### config.mk
export PLATFORM = sky130hd
export DESIGN_NAME = control_sequencer
export DESIGN_NICKNAME = d
export VERILOG_FILES = /design/src/rtl/control_sequencer.sv
export SDC_FILE = /design/constraint.sdc
export NUM_CORES = 1
export LEC_CHECK = 0
export BUFFER_PORTS_ARGS = -buffer_cell sky130_fd_sc_hd__buf_4
export CORE_ASPECT_RATIO = 1.25
export CORE_UTILIZATION = 49
export CTS_CLUSTER_DIAMETER = 150
export DETAILED_ROUTE_END_ITERATION = 10
export PLACE_DENSITY = 0.94
export SYNTH_ARGS = -nofsm -noshare
export SYNTH_HDL_FRONTEND = slang
export SYNTH_SLANG_ARGS = --single-unit
export TNS_END_PERCENT = 100
### constraint.sdc
create_clock -name Clock -period 5.3 [get_ports Clock]
set_input_delay 1.325 -clock Clock [delete_from_list [all_inputs] [get_ports Clock]]
set_output_delay 1.325 -clock Clock [all_outputs]
set_load 0.03 [all_outputs]
### src/rtl/control_sequencer.sv
// control_sequencer: instruction register plus T0..T3 step counter, decoding
// mv / mvi / add / sub / mvnz / and and trapping the two undefined opcodes.
// Every datapath strobe is combinational from the step, IR, Run and GNZ.
module control_sequencer #(
  parameter int RBITS = 3,
  parameter int DW    = 9,
  localparam int NREG = 2**RBITS,
  localparam int IRW  = 3 + 2*RBITS
) (
  input  logic            Clock,
  input  logic            Reset,
  input  logic            Run,
  input  logic [DW-1:0]   DIN,
  input  logic            GNZ,
  output logic            IRin,
  output logic [NREG-1:0] Rin,
  output logic [NREG-1:0] Rout,
  output logic            Ain,
  output logic            Gin,
  output logic            Gout,
  output logic            DINout,
  output logic [1:0]      AluOp,
  output logic            Done,
  output logic            Busy,
  output logic            Illegal,
  output logic [1:0]      Tstep
);

  // The instruction word must fit in the data bus.
  if (DW < IRW) begin : g_bad_dw
    $error("control_sequencer: DW must be >= 3+2*RBITS");
  end

  // Bits of DIN above the instruction field are only meaningful as mvi data,
  // which travels over the bus, not through this block.
  if (DW > IRW) begin : g_unused_hi
    logic unused_din_hi;
    assign unused_din_hi = ^DIN[DW-1:IRW];
  end

  typedef enum logic [1:0] {T0 = 2'd0, T1 = 2'd1, T2 = 2'd2, T3 = 2'd3} step_e;

  localparam logic [2:0] OP_MV   = 3'b000;
  localparam logic [2:0] OP_MVI  = 3'b001;
  localparam logic [2:0] OP_ADD  = 3'b010;
  localparam logic [2:0] OP_SUB  = 3'b011;
  localparam logic [2:0] OP_MVNZ = 3'b100;
  localparam logic [2:0] OP_AND  = 3'b101;

  step_e            step_q, step_d;
  logic [IRW-1:0]   ir_q, ir_d;

  logic [2:0]       opcode;
  logic [RBITS-1:0] rx, ry;
  logic [NREG-1:0]  rx_oh, ry_oh;
  logic             is_alu;
  logic [1:0]       alu_sel;

  assign opcode = ir_q[2:0];
  assign rx     = ir_q[2+RBITS:3];
  assign ry     = ir_q[IRW-1:3+RBITS];
  assign rx_oh  = {{(NREG-1){1'b0}}, 1'b1} << rx;
  assign ry_oh  = {{(NREG-1){1'b0}}, 1'b1} << ry;
  assign is_alu = (opcode == OP_ADD) || (opcode == OP_SUB) || (opcode == OP_AND);

  // ALU function select for the T2 step of add/sub/and.
  always_comb begin
    alu_sel = 2'b00;
    case (opcode)
      OP_SUB:  alu_sel = 2'b01;
      OP_AND:  alu_sel = 2'b10;
      default: alu_sel = 2'b00;
    endcase
  end

  // Step decode, datapath strobes and next-state; Reset masks all outputs.
  always_comb begin
    IRin    = 1'b0;
    Rin     = '0;
    Rout    = '0;
    Ain     = 1'b0;
    Gin     = 1'b0;
    Gout    = 1'b0;
    DINout  = 1'b0;
    AluOp   = 2'b00;
    Done    = 1'b0;
    Illegal = 1'b0;
    ir_d    = ir_q;
    step_d  = step_q;

    unique case (step_q)
      T0: begin
        if (Run) begin
          IRin = 1'b1;
          ir_d = DIN[IRW-1:0];
        end
      end
      T1: begin
        case (opcode)
          OP_MV: begin
            Rout = ry_oh;
            Rin  = rx_oh;
            Done = 1'b1;
          end
          OP_MVI: begin
            DINout = 1'b1;
            Rin    = rx_oh;
            Done   = 1'b1;
          end
          OP_ADD, OP_SUB, OP_AND: begin
            Rout = rx_oh;
            Ain  = 1'b1;
          end
          OP_MVNZ: begin
            if (GNZ) begin
              Rout = ry_oh;
              Rin  = rx_oh;
            end
            Done = 1'b1;
          end
          default: begin
            Done    = 1'b1;
            Illegal = 1'b1;
          end
        endcase
      end
      T2: begin
        // Only ALU ops reach T2; anything else just retires.
        if (is_alu) begin
          Rout  = ry_oh;
          Gin   = 1'b1;
          AluOp = alu_sel;
        end else begin
          Done = 1'b1;
        end
      end
      T3: begin
        if (is_alu) begin
          Gout = 1'b1;
          Rin  = rx_oh;
        end
        Done = 1'b1;
      end
      default: ;
    endcase

    if (Done)
      step_d = T0;
    else if (step_q != T0 || Run)
      step_d = step_e'(step_q + 2'd1);

    if (Reset) begin
      IRin    = 1'b0;
      Rin     = '0;
      Rout    = '0;
      Ain     = 1'b0;
      Gin     = 1'b0;
      Gout    = 1'b0;
      DINout  = 1'b0;
      AluOp   = 2'b00;
      Done    = 1'b0;
      Illegal = 1'b0;
    end
  end

  assign Busy  = !Reset && (step_q != T0);
  assign Tstep = Reset ? 2'd0 : step_q;

  // Step counter and instruction register, synchronous reset.
  always_ff @(posedge Clock) begin
    if (Reset) begin
      step_q <= T0;
      ir_q   <= '0;
    end else begin
      step_q <= step_d;
      ir_q   <= ir_d;
    end
  end

endmodule
==> results.cfg <==
[timing]
finalCritPeriodShare_pct = 76.6
timing.setup.tns_ns = 0
setup_viol = 0
final_hold_viol_count = 0
finalMaxSlewViolations = 0
slew_headroom_pct = 61.5
fmaxAchievable_mhz = 246
final.min_clock_period_ns = 4.06
worst_pin_slew_ns = 0.578
rsz0062_at_grt = false
worst_clock_skew_ns = 0.00676

[synthesis]
syn-num-nets = 145
yosys.area_share.adder_pct = 5.58
yosys_warnings = 0
yosysUniqueCellTypes = 37
yosysSeqAreaShare_pct = 24.5
netlist_area_um2 = 897
async_flop_share_pct = 0
synth_top_family_by_area = simple AND/OR/NAND/NOR gates
synth-xor-area-share_pct = 0
synth-edff-count = 0
muxShareOfSynthArea_pct = 1.12
ys.flop_type = dfxtp_1
synth-seq-cells = 11
syn_avg_cell_area_um2 = 7.01
synth_compound_area_share_pct = 22.0
synth-simple-area-share_pct = 38.2
syn-instance-count = 128

[cells_and_area]
fin_cells = 182
most-common-layout-cells = 40 x buf_4, 24 x nand2_1, 15 x nor2_1
final_area_mm2 = 0.00120
final_nets = 182
area_delta_synth_final_pct = 33.9
final_util_pct = 73.2
layout_commonest_cell = buf_4
fillCellCount = 146
num_antenna_cells = 0
drive_gt1_share_pct = 30.5

[floorplanning]
fp.dieH_um = 49.8
coreArea_mm2 = 0.00164
fp.dieW_um = 40.3
die_area_mm2 = 0.00201
io-pin-count = 41
start_util_pct = 54.6
fp-row-count = 16

[critical_path]
timing.rr.end = step_q[0]$_SDFFE_PP0P_
cp.arrival_ns = 2.74
crit_type = in -> out
worst_path_max_delay_cell = or4b_1
crit_chain = buf_4 -> nor2b_1 -> o211ai_4 -> or4b_1 -> o31ai_1 -> buf_4
worst_path_most_repeated_cell = buf_4
r2r-start = step_q[1]$_SDFFE_PP0P_
critPathMaxStageDelay_ns = 0.51
worst_setup_path_end_kind = output pin
r2r_slack_ns = 3.54
path_max_fanout = 20
required_ns = 3.97
r2r_cells = 6
cp-start-kind = input pin

[drt]
firstDrtPassIters = 5
drt-total-wl_um = 2360
ant_nets = 0
viasPerCell = 5.76
drc = 0
via_count = 1048
drt_iter0_drc = 34
routedWlPerCell_um = 13.0

[job]
maxCapViolations = 0

[clock_network]
clock_latency_ns = 0.28
clk_pin_slew_ns = 0.07
htreeDepth = 1
cts_resized = 0
clk_path_buf_depth = 2
root_buffer = clkbuf_4
cts_buffers = 3
post_cts_buffers = 0
cts_tree = yes
clkSinkCount = 11
cts_hold_buf = 0

[hold_path]
hp-class = reg -> reg
hp-start = ir_q[8]$_SDFFE_PP0P_
whs_path_depth = 2
min_to = ir_q[8]$_SDFFE_PP0P_

[place]
dpl.cell_count = 178
place_area_mm2 = 0.00117
gp_congestion = 0.822
dpl.hpwl_um = 1830
port_buffers = 40

[global_route]
antenna_found_initial = 0
grt_overflow = 0
gr-usage-all-layers_pct = 26.5
grt_pass1_wl_um = 3710
grt_max_degree = 21
grt_pass1_vias = 900

[pwr]
powerDensity_mw_per_mm2 = 370
total_power_mw = 0.444
ir_drop_uv = 265
leakage_nw = 0.494

[run_status]
status = complete, no violations
## metrics by stage
| stage | hold WS [ns] | worst slack (ns) |
|---|---|---|
| 5_1_grt | 0.515 | 1.12 |
| 6_report | 0.478 | 1.24 |
| 3_5_place_dp | 0.475 | 1.24 |
| 3_3_place_gp | 0.464 | 1.28 |
| 2_1_floorplan | 0.450 | 0.519 |
| 4_1_cts | 0.485 | 1.24 |
## registers in the layout (all words and copies together), names as in the netlist
| signal | flops |
|---|---|
| step_q | 2 |
| ir_q | 9 |
## power by group
| group | total [mW] | switching [mW] | internal, mW |
|---|---|---|---|
| clock | 0.0581 | 0.0301 | 0.0280 |
| sequential | 0.140 | 0.0364 | 0.104 |
| combinational | 0.246 | 0.152 | 0.0933 |
| total | 0.444 | 0.219 | 0.225 |
## worst max-delay path, delay by kind of cell
family	cells	cell delay, ns
AO/OA/AOI/OAI	2	0.23
AND/OR/NAND/NOR	2	0.80
buffers and inverters	2	0.37
## worst max path at each step
stage | slack [ns] | cells past startpoint | startpoint | to
final | 1.24 | 6 | Reset | Rout[4]
after global routing | 1.12 | 6 | Reset | Rout[4]
after CTS | 1.24 | 6 | Reset | Rout[4]
after detailed placement | 1.24 | 6 | Reset | Rout[4]
after global placement | 1.28 | 6 | Reset | Rout[4]
after floorplan | 0.52 | 5 | Reset | Rin[4]
## synth_stat cells (2+ instances only)
| cell | instances | area, um^2 |
|---|---|---|
| or2_2 | 2 | 12.5 |
| o211ai_1 | 2 | 15.0 |
| nand2_1 | 24 | 90.1 |
| a21oi_1 | 11 | 55.1 |
| clkbuf_1 | 4 | 15.0 |
| ha_1 | 4 | 50.1 |
| dfxtp_1 | 11 | 220 |
| nor2_1 | 15 | 56.3 |
| buf_6 | 2 | 22.5 |
| nand3b_1 | 2 | 15.0 |
| nor3_1 | 5 | 25.0 |
| o31ai_1 | 2 | 15.0 |
| nand2b_1 | 8 | 50.1 |
| inv_1 | 8 | 30.0 |
| nor4_1 | 2 | 12.5 |
| o22ai_1 | 5 | 31.3 |
## cell type report
class                      count  area (um^2)  share of cell area (%)
multi-input combinational    101          601                    50.0
timing repair buffer          40          300                    25.0
sequential                    11          220                    18.3
inverter                       8         30.0                    2.50
clock buffer                   3         22.5                    1.88
tap                           18         22.5                    1.88
clock inverter                 1         5.00                   0.417
## logic make-up (layout without fill, tap and decap cells)
logic type                 Yosys count  in the layout
muxes                                1              1
and+or+nand+nor                     69             69
DFF                                 11             11
adders and majority gates            4              4
AOI/OAI and AO/OA                   27             27
buffers and inverters               16             52
## metal layers
layer	global-route usage, %	vias up	wire length, um
met3	2.70	5	128
met4	11.7	0	44
met5	0	-	0
met1	26.5	477	919
met2	50.0	48	1270
li1	-	518	-
Note: power is estimated with default switching activity, not from simulation.
